**src/rtl/uart_core.sv**
```systemverilog
// uart_core: full-duplex UART transceiver with valid/ready byte handshakes.
//
// Frame: start bit (0), DATA_WIDTH data bits LSB first, optional even
// parity bit, one stop bit (1). Bit time DIV = CLK_FREQ/BAUD_RATE clocks.
//
// Optional feature macro: UART_PARITY_EN
//   defined   -> one even-parity bit after the data bits (TX inserts, RX checks)
//   undefined -> plain 8N1, no parity logic
//
// Ports:
//   clk           sole clock, rising edge
//   rstn          asynchronous active-low reset
//   rx_sig        serial line in (idle high)
//   rx_data       received character, stable while rx_valid is high
//   rx_valid      rx_data holds an unconsumed character
//   rx_ready      consumer accepts rx_data
//   rx_frame_err  one-cycle pulse: bad stop bit (or parity mismatch)
//   rx_overrun    one-cycle pulse: character completed over an unconsumed one
//   tx_sig        serial line out (idle high)
//   tx_data       character to send
//   tx_valid      tx_data is offered
//   tx_ready      transmitter can accept a character
//
// TX and RX state machines (same encoding for both):
//   state    | meaning
//   S_IDLE   | line idle, waiting for a handshake / falling edge
//   S_START  | start bit (TX: driving 0, RX: waiting for mid-bit sample)
//   S_DATA   | data bits, LSB first
//   S_PARITY | even parity bit (only reachable with UART_PARITY_EN)
//   S_STOP   | stop bit
module uart_core #(
  parameter int DATA_WIDTH = 8,
  parameter int BAUD_RATE  = 115200,
  parameter int CLK_FREQ   = 100_000_000
) (
  input  logic                  clk,
  input  logic                  rstn,
  input  logic                  rx_sig,
  output logic [DATA_WIDTH-1:0] rx_data,
  output logic                  rx_valid,
  input  logic                  rx_ready,
  output logic                  rx_frame_err,
  output logic                  rx_overrun,
  output logic                  tx_sig,
  input  logic [DATA_WIDTH-1:0] tx_data,
  input  logic                  tx_valid,
  output logic                  tx_ready
);

  localparam int DIV   = CLK_FREQ / BAUD_RATE;
  localparam int HALF  = DIV / 2;
  localparam int CNT_W = $clog2(DIV + 1);
  localparam int BIT_W = $clog2(DATA_WIDTH + 1);

  localparam logic [CNT_W-1:0] DIV_M1   = CNT_W'(DIV - 1);
  localparam logic [CNT_W-1:0] HALF_M1  = CNT_W'(HALF - 1);
  localparam logic [BIT_W-1:0] LAST_BIT = BIT_W'(DATA_WIDTH - 1);

  typedef enum logic [2:0] {
    S_IDLE,
    S_START,
    S_DATA,
    S_PARITY,
    S_STOP
  } state_t;

  // ---------------------------------------------------------------- TX
  state_t                tx_state, tx_state_nxt;
  logic [CNT_W-1:0]      tx_cnt;
  logic [BIT_W-1:0]      tx_bit;
  logic [DATA_WIDTH-1:0] tx_shift;
  logic [DATA_WIDTH-1:0] tx_shift_nxt;
  logic                  tx_tick;
  logic                  tx_sig_nxt;
`ifdef UART_PARITY_EN
  logic                  tx_par;
`endif

  assign tx_tick      = (tx_cnt == '0);
  assign tx_shift_nxt = tx_shift >> 1;

  // tx_ready is also raised in the last cycle of the stop bit so a waiting
  // character starts its start bit with no idle gap.
  always_comb begin
    tx_state_nxt = tx_state;
    tx_sig_nxt   = tx_sig;
    tx_ready     = 1'b0;
    case (tx_state)
      S_IDLE: begin
        tx_ready   = 1'b1;
        tx_sig_nxt = 1'b1;
        if (tx_valid) begin
          tx_state_nxt = S_START;
          tx_sig_nxt   = 1'b0;
        end
      end
      S_START: begin
        if (tx_tick) begin
          tx_state_nxt = S_DATA;
          tx_sig_nxt   = tx_shift[0];
        end
      end
      S_DATA: begin
        if (tx_tick) begin
          if (tx_bit == LAST_BIT) begin
`ifdef UART_PARITY_EN
            tx_state_nxt = S_PARITY;
            tx_sig_nxt   = tx_par;
`else
            tx_state_nxt = S_STOP;
            tx_sig_nxt   = 1'b1;
`endif
          end else begin
            tx_sig_nxt = tx_shift_nxt[0];
          end
        end
      end
`ifdef UART_PARITY_EN
      S_PARITY: begin
        if (tx_tick) begin
          tx_state_nxt = S_STOP;
          tx_sig_nxt   = 1'b1;
        end
      end
`endif
      S_STOP: begin
        if (tx_tick) begin
          tx_ready = 1'b1;
          if (tx_valid) begin
            tx_state_nxt = S_START;
            tx_sig_nxt   = 1'b0;
          end else begin
            tx_state_nxt = S_IDLE;
          end
        end
      end
      default: begin
        tx_state_nxt = S_IDLE;
        tx_sig_nxt   = 1'b1;
      end
    endcase
  end

  always_ff @(posedge clk or negedge rstn) begin
    if (!rstn) begin
      tx_state <= S_IDLE;
      tx_sig   <= 1'b1;
      tx_cnt   <= '0;
      tx_bit   <= '0;
      tx_shift <= '0;
`ifdef UART_PARITY_EN
      tx_par   <= 1'b0;
`endif
    end else begin
      tx_state <= tx_state_nxt;
      tx_sig   <= tx_sig_nxt;
      if (tx_valid && tx_ready) begin
        tx_shift <= tx_data;
        tx_cnt   <= DIV_M1;
        tx_bit   <= '0;
`ifdef UART_PARITY_EN
        tx_par   <= ^tx_data;
`endif
      end else if (tx_state != S_IDLE) begin
        if (tx_tick) begin
          tx_cnt <= DIV_M1;
          if (tx_state == S_DATA) begin
            tx_shift <= tx_shift_nxt;
            tx_bit   <= tx_bit + 1'b1;
          end
        end else begin
          tx_cnt <= tx_cnt - 1'b1;
        end
      end
    end
  end

  // ---------------------------------------------------------------- RX
  state_t                rx_state, rx_state_nxt;
  logic                  rx_s1, rx_s2, rx_s3;
  logic                  rx_fall;
  logic [CNT_W-1:0]      rx_cnt;
  logic [BIT_W-1:0]      rx_bit;
  logic [DATA_WIDTH-1:0] rx_shift;
  logic                  rx_tick;
  logic                  rx_done;
  logic                  rx_bad;
`ifdef UART_PARITY_EN
  logic                  rx_par_err;
`endif

  // rx_s3 is only an edge-detect delay of the synchronized line; a low line
  // left over from a bad stop bit cannot re-arm until it has gone high again.
  assign rx_fall = rx_s3 & ~rx_s2;
  assign rx_tick = (rx_cnt == '0);

  always_comb begin
    rx_state_nxt = rx_state;
    rx_done      = 1'b0;
    rx_bad       = 1'b0;
    case (rx_state)
      S_IDLE: begin
        if (rx_fall) rx_state_nxt = S_START;
      end
      S_START: begin
        if (rx_tick) rx_state_nxt = rx_s2 ? S_IDLE : S_DATA;
      end
      S_DATA: begin
        if (rx_tick && (rx_bit == LAST_BIT)) begin
`ifdef UART_PARITY_EN
          rx_state_nxt = S_PARITY;
`else
          rx_state_nxt = S_STOP;
`endif
        end
      end
`ifdef UART_PARITY_EN
      S_PARITY: begin
        if (rx_tick) rx_state_nxt = S_STOP;
      end
`endif
      S_STOP: begin
        if (rx_tick) begin
          rx_state_nxt = S_IDLE;
`ifdef UART_PARITY_EN
          if (rx_s2 && !rx_par_err) rx_done = 1'b1;
          else                      rx_bad  = 1'b1;
`else
          if (rx_s2) rx_done = 1'b1;
          else       rx_bad  = 1'b1;
`endif
        end
      end
      default: rx_state_nxt = S_IDLE;
    endcase
  end

  always_ff @(posedge clk or negedge rstn) begin
    if (!rstn) begin
      rx_s1        <= 1'b1;
      rx_s2        <= 1'b1;
      rx_s3        <= 1'b1;
      rx_state     <= S_IDLE;
      rx_cnt       <= '0;
      rx_bit       <= '0;
      rx_shift     <= '0;
`ifdef UART_PARITY_EN
      rx_par_err   <= 1'b0;
`endif
      rx_data      <= '0;
      rx_valid     <= 1'b0;
      rx_frame_err <= 1'b0;
      rx_overrun   <= 1'b0;
    end else begin
      rx_s1    <= rx_sig;
      rx_s2    <= rx_s1;
      rx_s3    <= rx_s2;
      rx_state <= rx_state_nxt;

      // First sample lands HALF cycles after the edge, then every DIV.
      if (rx_state == S_IDLE) begin
        rx_cnt <= HALF_M1;
        rx_bit <= '0;
      end else if (rx_tick) begin
        rx_cnt <= DIV_M1;
        if (rx_state == S_DATA) begin
          rx_shift <= {rx_s2, rx_shift[DATA_WIDTH-1:1]};
          rx_bit   <= rx_bit + 1'b1;
        end
`ifdef UART_PARITY_EN
        if (rx_state == S_PARITY) rx_par_err <= rx_s2 ^ (^rx_shift);
`endif
      end else begin
        rx_cnt <= rx_cnt - 1'b1;
      end

      rx_frame_err <= rx_bad;
      // A consume in the same cycle as a completion is not an overrun.
      rx_overrun   <= rx_done & rx_valid & ~rx_ready;
      if (rx_done) begin
        rx_data  <= rx_shift;
        rx_valid <= 1'b1;
      end else if (rx_valid && rx_ready) begin
        rx_valid <= 1'b0;
      end
    end
  end

endmodule

```
**config.mk**
```make
export PLATFORM = sky130hd
export DESIGN_NAME = uart_core
export DESIGN_NICKNAME = d
export VERILOG_FILES = /design/src/rtl/uart_core.sv
export SDC_FILE = /design/constraint.sdc
export NUM_CORES = 1
export LEC_CHECK = 0
export ABC_AREA = 1
export BUFFER_PORTS_ARGS = -buffer_cell sky130_fd_sc_hd__buf_2
export CAP_MARGIN = 20
export CORE_MARGIN = 2
export CORE_UTILIZATION = 59
export CTS_CLUSTER_SIZE = 8
export DETAILED_ROUTE_END_ITERATION = 7
export PLACE_DENSITY_LB_ADDON = 0.3
export SETUP_SLACK_MARGIN = 0.5
export SKIP_LAST_GASP = 1
export SLEW_MARGIN = 15
export SYNTH_ARGS = -nofsm -noshare
export SYNTH_HDL_FRONTEND = slang
export SYNTH_SLANG_ARGS = --single-unit
```
**constraint.sdc**
```tcl
create_clock -name clk -period 1.9 [get_ports clk]
set_input_delay 0.19 -clock clk [delete_from_list [all_inputs] [get_ports clk]]
set_output_delay 0.19 -clock clk [all_outputs]
set_load 0.1 [all_outputs]
```
### After elaboration in Yosys (flattened, before gate mapping)

Cells that the tools add are included.

| word-level totals | value |
|---|---|
| bits in read-only memories | 0 |
| output and inout port bits | 13 |
| input port bits | 13 |
| latch bits | 0 |
| bits in registers | 65 |
| bits in writable memories | 0 |
| memories kept | 0 |

| operators by class | value |
|---|---|
| bitwise operators | 6 |
| $lt $le $gt $ge | 0 |
| mux-type cells | 46 |
| shift operators | 0 |
| div/mod/pow operators | 0 |
| add/sub/neg operators | 4 |
| equality and inequality tests | 18 |
| reduce and logical (&&, ||, !) cells | 20 |
| multiply operators | 0 |

Operators by type and width:

| kind | number |
|---|---|
| $mux 10 | 5 |
| $mux 8 | 4 |
| $mux 4 | 7 |
| $mux 3 | 9 |
| $pmux 3 s4 | 2 |
| $logic_not 10->1 | 2 |
| $ne 2x2->1 const B | 10 |
| $sub 10x1->10 const B | 2 |
| $mux 1 | 16 |
| $reduce_bool 2->1 | 6 |
| $add 4x1->4 const B | 2 |
| $eq 4x3->1 const B | 2 |
| $reduce_and 4->1 | 2 |
| $eq 3x1->1 const B | 2 |
| $eq 3x2->1 const B | 2 |
| $eq 3x3->1 const B | 2 |
| $logic_not 3->1 | 2 |
| $reduce_and 3->1 | 2 |
| $reduce_and 5->1 | 1 |
| $pmux 1 s4 | 1 |
| $and 1x1->1 | 3 |
| $logic_and 1x1->1 | 3 |
| $not 1->1 | 3 |
| $reduce_bool 3->1 | 1 |
| 3 further kinds | 3 |

### Logic depth before layout (Yosys ltp)

Gate-level depths: netlist of run 1.

| depth | value |
|---|---|
| depth in word-level cells | 6 |
| depth in mapped cells | 12 |
| mapped depth without buffers | 11 |

### Worst setup path after synthesis of run 1

OpenSTA, ideal clock, no wires.

| path | value |
|---|---|
| kind | register -> register |
| start | register tx_cnt[0] |
| end | register tx_shift[7] |
| library setup time | 0.075 ns |
| setup slack | -0.850 ns |
| path buffers | 0 |
| data arrival time | 2.676 ns |
| cell stages (with the launch flop) | 9 |
| data required time | 1.825 ns |
| path through | dfrtp_1 inv_1 ha_1 nand2_1 nor2_4 nand2_4 a21oi_1 nand3_1 nand2_1 |

| on the way | value |
|---|---|
| word-level cells in the longest chain between the ends | 6 |

RTL lines:

| element | RTL line | source |
|---|---|---|
| from (decl) | 69 | `logic [CNT_W-1:0] tx_cnt;` |
| from (signal assigned) | 172 | `tx_cnt <= tx_cnt - 1'b1;` |
| $logic_not 10->1 * | 79 | `assign tx_tick = (tx_cnt == '0);` |
| $mux 1 * | 127 | `if (tx_tick) begin` |
| $pmux 1 s2 * | 88 | `case (tx_state)` |
| via tx_ready | 47 | `output logic tx_ready` |
| $logic_and 1x1->1 * | 157 | `if (tx_valid && tx_ready) begin` |
| $reduce_bool 2->1 (no source line) | - |  |
| $reduce_and 3->1 (no source line) | - |  |
| to (signal assigned) | 158 | `tx_shift <= tx_data;` |
| to (signal assigned) | 168 | `tx_shift <= tx_shift_nxt;` |
| to (decl) | 71 | `logic [DATA_WIDTH-1:0] tx_shift;` |

The timed path passes the listed nets; every way through them passes the cells marked *.
A chain may end at the register's enable or synchronous reset.

### Worst setup path after layout of run 1

| path | value |
|---|---|
| start | register tx_cnt[1] |
| end | output tx_ready |

| on the way | value |
|---|---|
| word-level cells in the longest chain between the ends | 3 |

RTL lines:

| element | RTL line |
|---|---|
| $logic_not 10->1 | 79 |
| $mux 1 | 127 |
| $pmux 1 s2 | 88 |
| to (decl) | 47 |

No other way between the ends.

==> impl_metrics.toml, run 1 <==
[route]
detailedRoute.firstPassIterationCount = 4
post_drt_wl_per_cell_microns = 17.5
num_vias = 3173
drt-vias-per-instance = 5.90
detail_route.wirelength_microns = 9390
antenna_violating_nets_post_route = 0
detailedRoute.firstIterationViolations = 238
detail_route.drc_violations = 0

[timing]
max-slew-margin-rel_pct = 66.3
fmax_mhz = 546
finalWorstSetupSlack_ns = 0.0688
setup_tns_ns = 0
timing.final.crit_period_ns = 1.83
report.final.hold_viol_count = 0
setup_viol = 0
worst_slew_pin_slew_ns = 0.501
slew_viol_final = 0
finalClockSkew_ns = 0.0110
rsz0062_at_grt = "true"
final.hold.worst_slack_ns = 0.0257
final_critical_path_share_of_the_clock_period_pct = 96.4

[synthesis]
area_of_the_mapped_netlist_sq_um = 3290
synth_top_cell_area_share_pct = 46.5
synthesis.yosys.warnings = 0
synth_async_sr_flop_share_pct = 100
synth.net_count = 401
yosysMostFrequentCell = "sky130_fd_sc_hd__nand2_1"
synth_common_cells = "97 x sky130_fd_sc_hd__nand2_1, 61 x sky130_fd_sc_hd__dfrtp_1, 44 x sky130_fd_sc_hd__inv_1"
synth_ff_type = "sky130_fd_sc_hd__dfrtp_1"
cells_after_synthesis = 382
yosys.cell_types.count = 33
synth.largest_area_cell = "sky130_fd_sc_hd__dfrtp_1"
syn_area_per_cell_sq_um = 8.60
top_area_cells_in_the_synthesized_netlist = "sky130_fd_sc_hd__dfrtp_1 46%, sky130_fd_sc_hd__nand2_1 11%, sky130_fd_sc_hd__inv_1 5.0%"
ys_ff_latch = 65
ys_seq_area_share_pct = 49.7
synth_enable_flop_cells = 0

[worst_setup_path]
critical_path.cell_chain = "inv_2 > ha_4 > nand2_4 > nor2_4 > nand2_4 > a21oi_4 > buf_12"
timing.rr.end = "rx_data[0]$_DFFE_PN0P_"
critical_path_capture_point_type = "output pin"
worstPathArrival_ns = 1.64
critical-path-top-cell-by-count = "sky130_fd_sc_hd__nand2_4"
cp.buffers_inverters = 2
cp_slowest_cell = "sky130_fd_sc_hd__dfrtp_1"
cp_max_fo = 4
worstSetupPathType = "flip-flop to output pin"
worst_r2r_startpoint = "rx_cnt[4]$_DFF_PN0_"
timing.critical_path.required_ns = 1.71
timing.reg2reg.setup_slack_ns = 0.20
max_stage_delay_on_crit_path_ns = 0.40
cpLargestDelayFamily = "flip-flops"
critPathLaunchType = "flip-flop"
ff2ff_path_depth = 7

[status]
status = "finished, final reports clean"

[power_and_ir_drop]
powerDensity_nw_per_um2 = 1110
leakage_nw = 2.13
p_total_w = 0.00502
irDropWorstVdd_mv = 0.715

[placement]
routabilityCongestion = 0.919
place_hpwl_microns = 4510
pre_cts_ws_ns = 0.133
place.port_buffers = 25

[floorplanning]
die_area_sq_um = 6180
core_area_sq_um = 5440
rows = 27
pin_count = 26
chipHeight_microns = 78.6
die-width_microns = 78.6
floorplan.initialDensity_pct = 60.4

[global_route]
grt_use_total_pct = 26.8
global_route.usage.met2_pct = 43.3
number_of_global_route_vias_before_repair = 2901
met1_usage_pct = 35.5
number_of_antenna_violations_at_the_first_check_in_global_routing = 0
gr-usage-met3_pct = 5.63
grt_max_degree = 66
grt_pass1_wl_microns = 13100
global_route.peak_usage_layer = "met2"
grt_overflow_total = 0

[clock_tree]
depth_of_the_cts_h_tree = 3
cts_max_path_buffers = 2
cts_tree = "built"
worst_skew_pair.late_latency_ns = 0.34
clk_pin_slew_worst_paths_ns = 0.08
root_buffer = "sky130_fd_sc_hd__clkbuf_8"
clock_sink_count = 65
numCtsBuffers = 9

[worst_hold_path]
timing.hold.worst.class = "input pin to flip-flop"
hold_path_depth = 2
worst_hold_startpoint = "rx_ready"
worstHoldEndpoint = "rx_overrun$_DFF_PN0_"

[finish]
layout.filler_cells = 286
final_net_count = 480
final_layout_size_suffix_gt1_share_pct = 40.1
finalCoreUtilization_pct = 83.0
num_antenna_cells = 0
area.growth.synth_to_final_pct = 37.4

[job]
max-cap-violations = 0
[routing by layer]
| layer | up-vias | routed length [microns] |
|---|---|---|
| met1 | 1551 | 3890 |
| met5 | - | 0 |
| li1 | 1440 | - |
| met3 | 35 | 533 |
| met2 | 147 | 4690 |
| met4 | 0 | 272 |
[final cells by class]
cell class / count / area [sq um] / area share, %
Multi-Input combinational cell: 269 / 1860 / 41.3
Sequential cell: 65 / 1640 / 36.2
Timing Repair Buffer: 69 / 544 / 12.1
Inverter: 47 / 186 / 4.13
Clock buffer: 9 / 124 / 2.74
Tap cell: 72 / 90.1 / 2.00
Clock inverter: 7 / 70.1 / 1.55
[through the flow]
stage	instances	cell area, sq um
final	538	4520
after global routing	538	4520
after floorplan	382	3370
after global placement	476	3580
after CTS	518	4080
after detailed placement	476	3580
[registers in the layout (all words and copies together), names as in the netlist]
name	count
rx_valid	1
tx_state	3
rx_s2	1
rx_bit	4
tx_cnt	10
tx_sig	1
rx_overrun	1
rx_frame_err	1
rx_cnt	10
tx_shift	8
tx_bit	4
rx_state	3
rx_shift	8
rx_s1	1
rx_s3	1
rx_data	8
[how the worst max path moves through the flow]
stage / cells past startpoint / endpoint / slack (ns) / startpoint
final: 7 / tx_ready / 0.07 / tx_cnt[1]$_DFFE_PN0P_
after global routing: 7 / tx_ready / 0.05 / tx_cnt[1]$_DFFE_PN0P_
after CTS: 7 / tx_ready / 0.12 / tx_cnt[1]$_DFFE_PN0P_
after detailed placement: 10 / tx_shift[0]$_DFFE_PN0P_ / 0.13 / tx_cnt[1]$_DFFE_PN0P_
after global placement: 10 / tx_shift[0]$_DFFE_PN0P_ / 0.19 / tx_cnt[1]$_DFFE_PN0P_
after floorplan: 8 / tx_shift[7]$_DFFE_PN0P_ / 0.17 / tx_cnt[1]$_DFFE_PN0P_
[placed cells by master (no fill, tap or decap), types with 3 or more instances in the layout]
cell type / count
sky130_fd_sc_hd__a21oi_1: 3
sky130_fd_sc_hd__a21oi_2: 3
sky130_fd_sc_hd__a21oi_4: 3
sky130_fd_sc_hd__buf_12: 3
sky130_fd_sc_hd__buf_2: 23
sky130_fd_sc_hd__buf_4: 31
sky130_fd_sc_hd__buf_6: 9
sky130_fd_sc_hd__clkbuf_8: 9
sky130_fd_sc_hd__clkinv_2: 3
sky130_fd_sc_hd__dfrtp_1: 57
sky130_fd_sc_hd__dfrtp_2: 4
sky130_fd_sc_hd__dfstp_2: 4
sky130_fd_sc_hd__ha_1: 4
sky130_fd_sc_hd__inv_1: 33
sky130_fd_sc_hd__inv_2: 11
sky130_fd_sc_hd__nand2_1: 75
sky130_fd_sc_hd__nand2_2: 16
sky130_fd_sc_hd__nand2_4: 8
sky130_fd_sc_hd__nand2_8: 4
sky130_fd_sc_hd__nand3_1: 17
sky130_fd_sc_hd__nand3_2: 7
sky130_fd_sc_hd__nand3_4: 5
sky130_fd_sc_hd__nand4_1: 18
sky130_fd_sc_hd__nor2_1: 22
sky130_fd_sc_hd__nor2_2: 4
sky130_fd_sc_hd__nor2_4: 9
sky130_fd_sc_hd__nor3_1: 4
sky130_fd_sc_hd__o211ai_1: 13
sky130_fd_sc_hd__o21ai_0: 4
sky130_fd_sc_hd__o21ai_1: 12
sky130_fd_sc_hd__o21ai_2: 14
sky130_fd_sc_hd__xor2_1: 11
[what timing repair did]
| action | 4_1_cts | 5_1_grt |
|---|---|---|
| setup endpoints to repair | 57 | 60 |
| hold buffers | 2 | 0 |
| gates resized for setup | 33 | 83 |
| pin swaps | 9 | 25 |
| buffers inserted | 19 | 17 |
| endpoints found under the hold margin | 62 | 0 |
| cloned | 5 | 3 |
[report_power, final]
group	internal, W	total, W	switching (W)
logic	0.000803	0.00195	0.00115
clock network	0.000606	0.00119	0.000581
registers	0.00165	0.00188	0.000234
total	0.00306	0.00502	0.00196
[logic make-up after synthesis]
| family | share of synthesized area, % |
|---|---|
| flip-flops | 49.7 |
| AO/OA/AOI/OAI | 9.41 |
| adder cells (fa/ha/maj) | 2.28 |
| multiplexers | 0.305 |
| AND/OR/NAND/NOR | 27.7 |
| XOR/XNOR | 3.47 |
| buffers and inverters | 7.16 |
Power figures use the tool's default switching activity.
==> run 2: changes to the inputs <==
Clock period 1.9 ns to 1.73 ns, I/O delays scaled along.
==> run 2 against run 1 <==
The run now ends with design-rule violations, negative setup slack left. Clock skew hardly changed. Setup slack worse by 0.16 ns. Sequential share of layout area is 3.5 points lower. Design area is 11% higher. Flip-flop and latch count stayed put. Sequential power is 11% higher. Via count is 18% higher. Combinational power is 46% higher. Core utilization is 8.9 points higher. Final cell count is 5.6% higher. Register-to-register slack worse by 0.29 ns. Critical path type is now flip-flop to flip-flop. Critical endpoint is now tx_sig$_DFFE_PN1P_. Largest power group unchanged.
==> impl_metrics.toml, run 2 (synthesized netlist as in run 1, its figures left out) <==
[timing]
finalWorstSetupSlack_ns = -0.0944
final_critical_path_share_of_the_clock_period_pct = 105
worst_slew_pin_slew_ns = 0.435
max-slew-margin-rel_pct = 71.0
report.final.hold_viol_count = 0
setup_tns_ns = -0.512
rsz0062_at_grt = "true"
timing.final.crit_period_ns = 1.82
slew_viol_final = 0
finalClockSkew_ns = 0.0108
setup_viol = 12
fmax_mhz = 548

[power_and_ir_drop]
p_switching_w = 0.00257
netSwitchingFraction_pct = 41.9
irDropWorstVdd_mv = 0.898
power_frac_comb_pct = 46.5
pwr-share-clk_pct = 19.4
p_total_w = 0.00614
powerDensity_nw_per_um2 = 1230
seq_power_share_pct = 34.1
power.internal_w = 0.00357
leakage_nw = 2.30

[job]
max-cap-violations = 0

[placement]
placed_cell_area_sq_um = 3640
pre_cts_ws_ns = 0.00443
place.port_buffers = 25
place_hpwl_microns = 4440
routabilityCongestion = 0.867

[global_route]
grt_use_total_pct = 34.4
grt_max_degree = 66
grt_overflow_total = 0
grt_pass1_wl_microns = 16200
number_of_antenna_violations_at_the_first_check_in_global_routing = 0
number_of_global_route_vias_before_repair = 3371

[clock_tree]
numCtsBuffers = 9
root_buffer = "sky130_fd_sc_hd__clkbuf_8"
worst_skew_pair.late_latency_ns = 0.36
depth_of_the_cts_h_tree = 3
clk_pin_slew_worst_paths_ns = 0.08
cts_max_path_buffers = 2
cts_tree = "built"
clock_sink_count = 65

[route]
detail_route.drc_violations = 1
drt-vias-per-instance = 6.59
detailedRoute.firstPassIterationCount = 8
detailedRoute.firstIterationViolations = 519
antenna_violating_nets_post_route = 0
detail_route.wirelength_microns = 13600
post_drt_wl_per_cell_microns = 24.0
num_vias = 3742

[floorplanning]
rows = 27
floorplan.initialDensity_pct = 60.4
core_area_sq_um = 5440
pin_count = 26
chipHeight_microns = 78.6
die_area_sq_um = 6180
die-width_microns = 78.6

[finish]
postLayoutCellArea_sq_um = 5000
biggestRegsByFlops = "rx_cnt x10, tx_cnt x10"
layout.filler_cells = 174
final_layout_size_suffix_gt1_share_pct = 47.2
num_antenna_cells = 0
area.growth.synth_to_final_pct = 52.2
most_common_library_cell_in_the_layout_ignoring_fill_and_taps = "sky130_fd_sc_hd__nand2_1"
final_cell_mix = "73 x sky130_fd_sc_hd__nand2_1, 58 x sky130_fd_sc_hd__dfrtp_1, 53 x sky130_fd_sc_hd__buf_4"
final_net_count = 510

[worst_setup_path]
worstPathArrival_ns = 2.10
timing.critical_path.required_ns = 2.01
critPathLaunchType = "flip-flop"
cp_max_fo = 6
critical_path_capture_point_type = "flip-flop"
worstSetupPathType = "flip-flop to flip-flop"

[status]
status = "complete, but fails checks"
failed_checks = "design-rule violations, negative setup slack"

[worst_hold_path]
timing.hold.worst.class = "input pin to flip-flop"
run 2: metrics by stage:
step	util [%]	std cells	hold WS [ns]
3_5_place_dp	66.9	479	0.212
2_1_floorplan	-	382	-0.123
6_report	91.9	568	0.0764
4_1_cts	84.8	554	0.0579
3_3_place_gp	66.9	479	0.210
5_1_grt	91.9	568	0.0759
run 2: power groups by stage:
stage               Sequential [W]  Clock [W]  Combinational, W
CTS                        0.00203    0.00115           0.00215
finish                     0.00209    0.00119           0.00285
floorplan                  0.00211          0           0.00107
detailed placement         0.00207          0           0.00142
global placement           0.00205          0           0.00137
global route               0.00211    0.00124           0.00300
run 2: worst max-delay path, cell delays in order, from the launching register on:
cell and delay [ns]:
sky130_fd_sc_hd__dfrtp_1 0.47, sky130_fd_sc_hd__nor2_4 0.18, sky130_fd_sc_hd__buf_4 0.22, sky130_fd_sc_hd__nand2_1 0.17
sky130_fd_sc_hd__o211ai_1 0.16, sky130_fd_sc_hd__nand3_1 0.15, sky130_fd_sc_hd__nor2_1 0.27, sky130_fd_sc_hd__o21ai_2 0.12
run 2: area by class of cell:
| type | instances | area [sq um] | share of cell area (%) |
|---|---|---|---|
| Sequential cell | 65 | 1640 | 32.7 |
| Multi-Input combinational cell | 270 | 2020 | 40.5 |
| Clock inverter | 6 | 45.0 | 0.901 |
| Inverter | 47 | 189 | 3.78 |
| Clock buffer | 10 | 128 | 2.55 |
| Timing Repair Buffer | 98 | 888 | 17.8 |
| Tap cell | 72 | 90.1 | 1.80 |
run 2: layer usage:
metal / global-route usage (%) / wire length (microns) / part of all wire [%]
met5: 0 / 0 / 0
met4: 14.6 / 1160 / 8.5
met3: 8.28 / 1460 / 11
met2: 59.3 / 6450 / 47
met1: 41.1 / 4540 / 33
run 2: path summary, 6_finish.rpt:
kind                                              start  slack, ns  cells after the start                       to
max in group asynchronous                          rstn       1.05                      3       tx_sig$_DFFE_PN1P_
min in group asynchronous                          rstn       0.36                      3    tx_cnt[8]$_DFFE_PN0P_
worst min-delay path                         tx_data[7]       0.08                      3  tx_shift[7]$_DFFE_PN0P_
worst min register to register          rx_s1$_DFF_PN1_       0.37                      0          rx_s2$_DFF_PN1_
worst max register to register  tx_state[0]$_DFFE_PN0P_      -0.09                      7       tx_sig$_DFFE_PN1P_
worst max-delay path            tx_state[0]$_DFFE_PN0P_      -0.09                      7       tx_sig$_DFFE_PN1P_
run 2: timing repair:
action | CTS | global route
endpoints found under the setup margin | 72 | 67
setup buffers | 47 | 14
hold buffers | 3 | 0
gates resized for setup | 83 | 73
pin swaps | 25 | 24
cloned | 9 | 0
endpoints found under the hold margin | 63 | 0
